==> config.mk <==
export PLATFORM = sky130hd
export DESIGN_NAME = ram_burst_ctrl
export DESIGN_NICKNAME = d
export VERILOG_FILES = /design/src/rtl/ram_burst_ctrl.sv
export SDC_FILE = /design/constraint.sdc
export NUM_CORES = 1
export LEC_CHECK = 0
export CAP_MARGIN = 30
export CORE_ASPECT_RATIO = 1.1
export CORE_UTILIZATION = 25
export DETAILED_ROUTE_END_ITERATION = 8
export SYNTH_ARGS = -nofsm -noshare
export SYNTH_HDL_FRONTEND = slang
export SYNTH_SLANG_ARGS = --single-unit
==> constraint.sdc <==
create_clock -name clk -period 2.15 [get_ports clk]
set_clock_uncertainty 0.05 [all_clocks]
set_input_delay 0.645 -clock clk [delete_from_list [all_inputs] [get_ports clk]]
set_output_delay 0.645 -clock clk [all_outputs]
set_load 0.005 [all_outputs]
==> src/rtl/ram_burst_ctrl.sv <==
// Burst controller in front of a 128x4 single-port RAM: accepts read/write burst
// commands and streams beats over independent valid/ready write and read channels.
module ram_burst_ctrl #(
  parameter int ADDR_W = 7,
  parameter int DATA_W = 4,
  parameter int LEN_W  = 4
) (
  input  logic              clk,
  input  logic              rst_n,
  input  logic              cmd_valid,
  output logic              cmd_ready,
  input  logic              cmd_write,
  input  logic [ADDR_W-1:0] cmd_addr,
  input  logic [LEN_W-1:0]  cmd_len,
  input  logic [DATA_W-1:0] wr_data,
  input  logic              wr_valid,
  output logic              wr_ready,
  output logic [DATA_W-1:0] rd_data,
  output logic              rd_valid,
  input  logic              rd_ready,
  output logic              busy,
  output logic              done,
  output logic              ram_en,
  output logic              ram_rw,
  output logic [ADDR_W:0]   ram_addr,
  output logic [DATA_W-1:0] ram_din,
  input  logic [DATA_W-1:0] ram_dout
);

  typedef enum logic [2:0] {
    IDLE,
    WRITE,
    RD_ISSUE,
    RD_CAPT,
    RD_HOLD,
    DONE
  } state_e;

  state_e              state_q, state_d;
  logic [ADDR_W-1:0]   cur_addr_q, cur_addr_d;
  logic [LEN_W-1:0]    beats_left_q, beats_left_d;
  logic [DATA_W-1:0]   rd_data_q, rd_data_d;

  // NOTE: non-blocking assignments so every register samples pre-edge values.
  always_ff @(posedge clk) begin
    if (!rst_n) begin
      state_q      <= IDLE;
      cur_addr_q   <= '0;
      beats_left_q <= '0;
      rd_data_q    <= '0;
    end else begin
      state_q      <= state_d;
      cur_addr_q   <= cur_addr_d;
      beats_left_q <= beats_left_d;
      rd_data_q    <= rd_data_d;
    end
  end

  // NOTE: every output gets a default first, so no path through the case infers a latch.
  always_comb begin
    state_d      = state_q;
    cur_addr_d   = cur_addr_q;
    beats_left_d = beats_left_q;
    rd_data_d    = rd_data_q;
    cmd_ready    = 1'b0;
    busy         = 1'b1;
    done         = 1'b0;
    wr_ready     = 1'b0;
    rd_valid     = 1'b0;
    ram_en       = 1'b0;
    ram_rw       = 1'b0;

    unique case (state_q)
      IDLE: begin
        cmd_ready = 1'b1;
        busy      = 1'b0;
        if (cmd_valid) begin
          cur_addr_d   = cmd_addr;
          beats_left_d = cmd_len;
          state_d      = cmd_write ? WRITE : RD_ISSUE;
        end
      end
      WRITE: begin
        wr_ready = 1'b1;
        ram_en   = wr_valid;
        ram_rw   = 1'b1;
        if (wr_valid) begin
          if (beats_left_q == '0) begin
            state_d = DONE;
          end else begin
            cur_addr_d   = cur_addr_q + ADDR_W'(1);
            beats_left_d = beats_left_q - LEN_W'(1);
          end
        end
      end
      RD_ISSUE: begin
        ram_en  = 1'b1;
        state_d = RD_CAPT;
      end
      RD_CAPT: begin
        // RAM data_out became valid at the RD_ISSUE edge; capture it for the read channel.
        rd_data_d = ram_dout;
        state_d   = RD_HOLD;
      end
      RD_HOLD: begin
        rd_valid = 1'b1;
        if (rd_ready) begin
          if (beats_left_q == '0) begin
            state_d = DONE;
          end else begin
            cur_addr_d   = cur_addr_q + ADDR_W'(1);
            beats_left_d = beats_left_q - LEN_W'(1);
            state_d      = RD_ISSUE;
          end
        end
      end
      DONE: begin
        done    = 1'b1;
        state_d = IDLE;
      end
      default: state_d = IDLE;
    endcase
  end

  assign ram_addr = {1'b0, cur_addr_q};
  assign ram_din  = wr_data;
  assign rd_data  = rd_data_q;

endmodule
==> flow_summary.json <==
{
  "vias": 1263,
  "worstPathArrival_ps": 2150,
  "drive_gt1_share_pct": 20.4,
  "synth_nets": 171,
  "mostFrequentLayoutCells": "clkdlybuf4s50_1, buf_4, dfxtp_1",
  "io_pins": 48,
  "rows": 25,
  "cts.sinks": 18,
  "tns_ps": 0,
  "gp_congestion": 0.797,
  "core_um2": 4410,
  "tightestPinTransition_ps": 497,
  "grt_pass1_vias": 1170,
  "design_area_um2": 1780,
  "cp-end-kind": "flop",
  "holdWs_ps": 442,
  "cp_data_required_time_ps": 2280,
  "cts_tree": "done",
  "synth_edf_count": 0,
  "reg2reg_depth": 6,
  "viasPerCell": 5.16,
  "path_max_fanout": 7,
  "synth_seq_area_share_pct": 30.5,
  "holdCritStartpoint": "rd_data[0]",
  "r2r_slack_ps": 310,
  "synth-seq-cells": 18,
  "drt_iter0_markers": 64,
  "route.detailed.wl_per_inst_um": 14.0,
  "drt_wl_total_um": 3430,
  "clkTransAtPathRegs_ps": 60,
  "gr-usage-all-layers_pct": 14.6,
  "slew_viol_final": 0,
  "slew_headroom_pct": 66.8,
  "synthArstFlopShare_pct": 0,
  "hold_viol_final": 0,
  "grt_pass1_wl_um": 5560,
  "antenna_left": 0,
  "rr_startpoint": "beats_left_q[0]",
  "drt_first_pass_iters": 4,
  "antenna_found_initial": 0,
  "synth_cells": 144,
  "ir_worst_vdd_mv": 0.341,
  "layout.cells.most_common": "clkdlybuf4s50_1",
  "fin_crit_sh_pct": 93.7,
  "synth.avg_cell_area_um2": 8.21,
  "power.leakage_nw": 0.721,
  "port_buffers": 38,
  "min_path_type": "flop to flop",
  "status": "complete, no violations",
  "start_util_pct": 26.8,
  "overflow": 0,
  "maxCapViolCount": 0,
  "drc": 0,
  "insertion_delay_ps": 260,
  "min_path_cells": 2,
  "hpwl_um": 2510,
  "ctsHoldBuffers": 0,
  "power_density_nw_per_um2": 972,
  "finish.utilization_pct": 40.3,
  "syn-cell-area_um2": 1180,
  "clock.fmax_mhz": 496,
  "r2r_end": "state_q[2]",
  "rsz0062_at_grt": "false",
  "cts-htree-levels": 1,
  "clockRootBuffer": "clkbuf_8",
  "min_period_ps": 2020,
  "crit_path_start_kind": "primary input",
  "n_antenna_cell": 0,
  "yosys_warnings": 0,
  "die-area_um2": 5010,
  "cts_max_path_buffers": 2,
  "critPathKind": "primary input to flop",
  "min_to": "rd_data[0]",
  "grt_max_degree": 17,
  "die_w_um": 67.6,
  "dpl_cell_area_um2": 1690,
  "syn_to_final_growth_pct": 50.4,
  "nets": 220,
  "power_w": 0.00173,
  "synth.distinct_cells": 53,
  "finalSetupViolCount": 0,
  "ys.flop_type": "dfxtp_1",
  "cts_buffers": 3,
  "die_h_um": 74.1
}
[registers in the layout (all words and copies together) (netlist names)]
register / cells
cur_addr_q: 7
beats_left_q: 4
rd_data: 4
state_q: 3
[metal layers]
metal	vias to the layer above	share of wire [%]	track usage [%]
met1	579	47	20.0
met5	-	0	0
met3	5	6.2	1.84
met4	0	1.6	5.67
li1	631	-	-
met2	48	46	23.2
[logic make-up (layout without fill, tap and decap cells)]
group | count (synthesis) | after routing | synth area share, %
adder cells (fa/ha/maj) | 2 | 2 | 2.12
XOR/XNOR | 2 | 2 | 2.12
other | 1 | 1 | 0.317
AND/OR/NAND/NOR | 47 | 47 | 22.3
flip-flops | 18 | 18 | 30.5
buffers and inverters | 23 | 70 | 10.3
multiplexers | 7 | 7 | 6.03
AO/OA/AOI/OAI | 44 | 44 | 26.4
[worst max-delay path, cell delays in order]
cell and delay, ps:
clkdlybuf4s50_1 460, mux2i_1 100, o31a_1 350, or4_1 430, a31oi_1 170
[Yosys cell counts, drive strengths merged (5+ instances only)]
cell type | count | area [µm²]
nor3 | 6 | 35.0
clkbuf | 5 | 18.8
a21oi | 11 | 55.1
inv | 8 | 30.0
nor2 | 9 | 36.3
o21ai | 7 | 35.0
buf | 10 | 72.6
nand3 | 5 | 25.0
nand2 | 8 | 30.0
mux2i | 6 | 60.1
dfxtp | 18 | 360
o31ai | 5 | 42.5
[how the worst max path moves through the flow]
stage                     from            end  slack [ps]  cells past startpoint
floorplan           state_q[1]       wr_ready         230                      4
global placement      wr_valid         ram_en        -390                      4
detailed placement    wr_valid         ram_en        -420                      4
CTS                 state_q[2]           busy          10                      4
global route         cmd_valid  cur_addr_q[2]          10                      6
finish               cmd_valid  cur_addr_q[0]         130                      5
[final cells by class]
type	count	area [µm²]
clock buffer	3	41.3
fill	461	2630
inverter	8	30.0
multi-input combinational	103	729
sequential	18	369
tap	54	67.6
timing repair buffer	59	541
[through the flow]
stage                     std cells  setup WS, ps
after floorplan                 144           227
after global placement          240          -386
after detailed placement        240          -424
after CTS                       245          10.9
after global routing            245          11.1
final                           245           135
[report_power, final]
group / internal, W / switching, W
Combinational: 0.000505 / 0.000483
Clock: 0.000125 / 0.000116
Sequential: 0.000413 / 0.0000856
[timing repair]
item / 4_1_cts / 5_1_grt
resized for setup: 21 / 1
pin swaps: 2 / 0
gates cloned: 0 / 0
setup buffers: 2 / 0
endpoints found under the setup margin: 7 / 1
Note: power is estimated with default switching activity, not from simulation.
